$ cat src/rtl/rc_link_pkg.sv
// Shared definitions for the redundancy-link receive path: CRC-8 constants,
// the frame checker state encoding and the byte-parallel CRC-8 update.
package rc_link_pkg;

    // CRC-8 with polynomial x^8+x^2+x+1, MSB-first, no reflection, no final XOR
    localparam logic [7:0] CRC8_POLY    = 8'h07;
    localparam logic [7:0] CRC8_INIT    = 8'h00;
    localparam logic [7:0] CRC8_RESIDUE = 8'h00;

    // Frame checker states
    typedef enum logic [0:0] {
        IDLE = 1'b0,
        RECV = 1'b1
    } state_t;

    // One whole byte through the CRC in a single step. The data byte is folded
    // into the register first, then the eight shifts are collapsed into XOR
    // equations of the folded value t.
    function automatic logic [7:0] crc8Byte(input logic [7:0] crc, input logic [7:0] data);
        logic [7:0] t;
        logic [7:0] n;
        t    = crc ^ data;
        n[0] = t[0] ^ t[6] ^ t[7];
        n[1] = t[0] ^ t[1] ^ t[6];
        n[2] = t[0] ^ t[1] ^ t[2] ^ t[6];
        n[3] = t[1] ^ t[2] ^ t[3] ^ t[7];
        n[4] = t[2] ^ t[3] ^ t[4];
        n[5] = t[3] ^ t[4] ^ t[5];
        n[6] = t[4] ^ t[5] ^ t[6];
        n[7] = t[5] ^ t[6] ^ t[7];
        return n;
    endfunction

endpackage

$ cat src/rtl/rc_crc8_byte.sv
// Byte-parallel CRC-8 engine. A set clear input makes the current byte start
// from the initial value instead of the running register, so a new frame never
// inherits residue from the previous one. The register only moves on valid.
module rc_crc8_byte
    import rc_link_pkg::*;
(
    input  logic       clk_i,
    input  logic       rst_i,
    input  logic       clr_i,
    input  logic       vld_i,
    input  logic [7:0] data_i,
    output logic [7:0] crc_next_o
);

    logic [7:0] crc_q;
    logic [7:0] crc_d;
    logic [7:0] seed;

    // Next CRC value: seed from init on the first byte of a frame, else running value
    always_comb begin
        seed  = clr_i ? CRC8_INIT : crc_q;
        crc_d = crc8Byte(seed, data_i);
    end

    // Running CRC register, advanced only for accepted bytes
    always_ff @(posedge clk_i or posedge rst_i) begin
        if (rst_i) begin
            crc_q <= CRC8_INIT;
        end else if (vld_i) begin
            crc_q <= crc_d;
        end
    end

    // The checker needs the residue including the byte being accepted right now
    assign crc_next_o = crc_d;

endmodule

$ cat config.mk
export PLATFORM = sky130hd
export DESIGN_NAME = rc_crc8_byte
export DESIGN_NICKNAME = d
export VERILOG_FILES = /design/src/rtl/rc_link_pkg.sv /design/src/rtl/rc_crc8_byte.sv
export SDC_FILE = /design/constraint.sdc
export NUM_CORES = 1
export LEC_CHECK = 0
export CORE_AREA = 3 3 72 54
export CTS_CLUSTER_SIZE = 25
export DETAILED_ROUTE_END_ITERATION = 10
export DIE_AREA = 0 0 75 57
export SLEW_MARGIN = 40
export SYNTH_ARGS = -nofsm -noshare
export SYNTH_HDL_FRONTEND = slang
export SYNTH_SLANG_ARGS = --single-unit
$ cat constraint.sdc
create_clock -name clk_i -period 2.3 [get_ports clk_i]
set_input_delay 0.46 -clock clk_i [delete_from_list [all_inputs] [get_ports clk_i]]
set_output_delay 0.46 -clock clk_i [all_outputs]
set_load 0.03 [all_outputs]
# After elaboration in Yosys (flattened, before gate mapping)
# Cells that the tools add are included.
[classes]
n_mux = 1
bitwise = 18
[op_table]
columns = ["operator", "count"]
rows = [
  ["XOR 1 bit", 17],
  ["two-way mux 8 bit", 1],
  ["XOR 8 bit", 1],
]
[totals]
register_bits = 8
out_inout_bits = 8
wordCells = 20

# Depth between registers and ports, before layout
[logic_depth]
depth_word = 5
ltp_mapped = 6
mapped_depth_nobuf = 5

# Worst setup path before layout
# No wires, ideal clock.
[synth_path]
kind = "input to output"
from = "input port data_i[1]"
to = "output port crc_next_o[3]"
t_arrival_ns = 1.893
required_ns = 1.840
setup_slack_ns = -0.053
stages = 5
n_path_buf = 0
path_cell_list = "xnor2_1 -> or3_4 -> and3_4 -> or2_4 -> xnor2_1"
[synth_between]
elab_chain_cells = 4
[synth_lines]
columns = ["item", "line", "rtl"]
rows = [
  ["start: declaration", "rc_crc8_byte.sv:11", "input logic [7:0] data_i,"],
  ["XOR 8 bit", "rc_link_pkg.sv:22", "t = crc ^ data;"],
  ["XOR 1 bit (3 in series)", "rc_link_pkg.sv:26", "n[3] = t[1] ^ t[2] ^ t[3] ^ t[7];"],
  ["end: declaration", "rc_crc8_byte.sv:12", "output logic [7:0] crc_next_o"],
]
# No other way between the ends.

# Final worst setup path
# Ends and elaborated chain as after synthesis.

==> summary.md <==
| Metric | Value |
|---|---|
| Diodes inserted | 0 |
| CTS buffer count | 3 |
| Primary FF master, synth | dfrtp_1 |
| Max transition margin | roughly 76% |
| Sink Count | 8 |
| Max-slew violation count | 0 |
| Sequential fraction of the synthesis area | ~25% |
| Critical path class | input pin to output port |
| Post-synth EDFFs | 0 |
| Routed WL | 2160 microns |
| Worst setup SP type | input pin |
| Adder-Cell Fraction of Synth Area | 0% |
| Post-Synth XOR/XNOR Area | a little over a third |
| CP Data Required Time | 1.84 ns |
| CTS Hold Buffers Added | 0 |
| Iteration-0 DRC Markers | 14 |
| Clk slew on worst S/H paths | roughly 0.040 ns |
| Routed Antenna Nets | 0 |
| Actual slew at the worst max-slew pin | 0.358 ns |
| Critical Path AT | 1.83 ns |
| Yosys cell types | 25 |
| Die area | around 4300 sq um |
| Power per cell area | 1520 nW/um^2 |
| CP Capture Type | output port |
| DIE WIDTH | about 75 microns |
| Skew final | 0.00305 ns |
| Most common cell in the netlist | xnor2_1 |
| Outcome | complete, no violations |
| Wirelength per Cell | 13.4 microns |
| Register area | between 200 and 250 sq um |
| Die height | approximately 57 microns |
| Most frequent cells after synthesis | 26 x xnor2_1, 8 x dfrtp_1, 7 x nor2b_1 |
| GRT Resource Usage Total | between 10% and 20% |
| Minimum clock period after layout | approximately 2.3 ns |
| Final setup viols | 0 |
| Synth top area share | between 20% and 30% |
| Total grt overflow | 0 |
| CP max FO | 3 |
| Core area | roughly 3200 sq um |
| Ys Warns | 0 |
| CP cell instances | buf_2 > xnor2_2 > or3_4 > and3_4 > or2_4 > xnor2_2 > buf_6 |
| FMAX | about 440 MHz |
| Number of global-route vias before repair | approximately 860 |
| Most common cell on crit path | xnor2_2 |
| Clock Latency Late Sink | 0.23 ns |
| Post-Syn Instances | 85 |
| Synth Area in Simple Gates | around 15% |
| FP Rows | 17 |
| Final period utilization | approximately 100% |
| Share of layout cells above drive strength 1 | 43.1% |
| CTS tree | yes |
| First-pass GRT wire length | roughly 3600 microns |
| #FFs+latches synth | 8 |
| Ports | 20 |
| Syn nets | 97 |
| Hold Violations, Final | 0 |
| Initial antenna violation count | 0 |
| Reg with most FFs | crc_q |
| Crit path max-delay cell type | or3_4 |
| Largest family of logic cells by synthesized area | XOR/XNOR gates |
| Compound-cell area share of the yosys netlist | around 12% |
| Multiplexer share of the synthesized area | between 8 and 9% |
| Reg2reg start | crc_q[1]$_DFFE_PP0P_ |
| P_sw | between 0.0008 and 0.0009 W |
| Area of the multi-input gates | 653 sq um |
| Async set-reset flop share out of synthesis | 100% |
| H-Tree Depth | 1 |
| Synthesized area | 803 sq um |
| Total power | 0.00190 W |
| Inst Count DP | roughly 160 |
| Combinational fraction of design power | 75.6% |
| Buf/Inv on CP | 2 |
| Hpwl dp | roughly 1600 microns |
| R2R setup slack | between 0.6 and 0.7 ns |
| Worst R2R End | crc_q[3]$_DFFE_PP0P_ |
| Initial cell density of the core | 25.3% |
| Final TNS setup | 0 ns |
| Layout area overhead | 56.4% |
| Switching Share | between 40% and 50% |
| Max VDD drop | approximately 0.75 mV |
| Placer Congestion | ~0.73 |
| Largest net degree at the start of global routing | 14 |
| Fin cells | 161 |
| RSZ-0062 raised after global routing | yes |
| # port buffers | 19 |
| Max-cap violations | 0 |
| Largest register FFs | 8 |
| CP top delay family | simple AND/OR/NAND/NOR gates |
| Fillers | roughly 300 |
| Cell taking the most area after synthesis | xnor2_1 |
| CTS Root Cell | clkbuf_8 |
| Sequential share of power | 15.6% |
| # nets final | roughly 140 |
| CP max stage delay | about 0.4 ns |
| Leading post-synthesis cells by cell area | xnor2_1 28%, dfrtp_1 25%, mux2_2 5.6% |
| Leakage | around 0.55 nW |
| Drt pass-1 iters | 2 |
| Regs by FF count | crc_q x8 |
| Internal power | between 0.001 and 0.0015 W |
| Via Count | 773 |
| Avg Inst Size Synth | approximately 9.5 sq um |
| Hold Path Class | input pin to asynchronous set/reset pin |
| Worst reg-to-reg path cell count | 6 |
| Vias/cell | just under 5 |
| Clk pwr share | 8.8% |
| Clk buf depth | 2 |
| DRC viols | 0 |
-- worst max path at each step --
stage                              start             to  slack (ns)  cells past startpoint
detailed placement             data_i[2]  crc_next_o[3]       -0.32                      7
CTS                 crc_q[7]$_DFFE_PP0P_  crc_next_o[3]        0.01                      6
global route        crc_q[1]$_DFFE_PP0P_  crc_next_o[3]       -0.04                      6
finish                         data_i[1]  crc_next_o[3]        0.01                      7
global placement               data_i[2]  crc_next_o[3]       -0.33                      7
floorplan                      data_i[1]  crc_next_o[3]        0.12                      5
-- power groups by stage --
stage / clock [W] / combinational (W) / sequential (W)
5_1_grt: 0.000183 / 0.00155 / 0.000305
3_3_place_gp: 0 / 0.00130 / 0.000305
2_1_floorplan: 0 / 0.000947 / 0.000278
6_report: 0.000167 / 0.00144 / 0.000297
3_5_place_dp: 0 / 0.00132 / 0.000308
4_1_cts: 0.000174 / 0.00138 / 0.000301
-- cells in the final DEF (no fill, tap or decap), drive strengths merged --
master / instances
buf: 30
xnor2: 27
dfrtp: 8
nor2b: 7
nor2: 5
o21ai: 5
clkdlybuf4s50: 5
mux2: 4
inv: 3
nand2: 3
a21oi: 3
clkbuf: 3
nor3: 2
xor2: 2
o31ai: 2
a32oi: 2
mux4: 1
a311o: 1
or3: 1
xor3: 1
and3: 1
or2: 1
nor4b: 1
o32ai: 1
a211o: 1
dlygate4sd2: 1
dlymetal6s2s: 1
clkdlybuf4s15: 1
-- per-stage QoR --
step / cell area (sq um) / worst slack [ns] / util, % / hold WS (ns)
after floorplan: 811 / 0.124 / - / 0.276
after global placement: 1130 / -0.328 / 35.8 / 0.527
after detailed placement: 1130 / -0.325 / 35.8 / 0.540
after CTS: 1190 / 0.0102 / 37.6 / 0.500
after global routing: 1260 / -0.0438 / 39.6 / 0.529
final: 1260 / 0.0109 / 39.6 / 0.488
-- what timing repair did --
item	4_1_cts	5_1_grt
hold endpoints to repair	0	0
setup buffers	1	2
pin swaps	6	4
gates resized for setup	19	8
endpoints found under the setup margin	8	6
-- worst reg2reg max path, stage by stage (launching register included) --
cell	delay, ns
dfrtp_1	0.38
xnor2_1	0.15
or3_4	0.34
a21oi_1	0.22
buf_4	0.15
o32ai_1	0.09
a211o_1	0.23
-- metal layers --
metal | vias to the layer above | share of wire [%] | wire length, microns | track usage, %
met5 | - | 0 | 0 | 0
met4 | 0 | 1.9 | 41 | 4.06
met3 | 7 | 4.3 | 93 | 3.35
met2 | 20 | 51 | 1110 | 19.2
met1 | 374 | 42 | 918 | 12.3
li1 | 372 | - | - | -
-- kinds of logic (layout without fill, tap and decap cells) --
family | count (synthesis) | in the layout
simple gates | 21 | 21
buf+inv | 6 | 44
flops | 8 | 8
compound gates | 15 | 15
xor+xnor | 30 | 30
mux | 5 | 5
-- cell type report --
cell class / count / area share, %
timing repair buffer: 38 / 24.1
sequential: 8 / 15.9
clock buffer: 3 / 3.29
multi-input combinational: 71 / 52.0
inverter: 3 / 0.896
tap: 38 / 3.78
(Power assumes the default switching activity.)
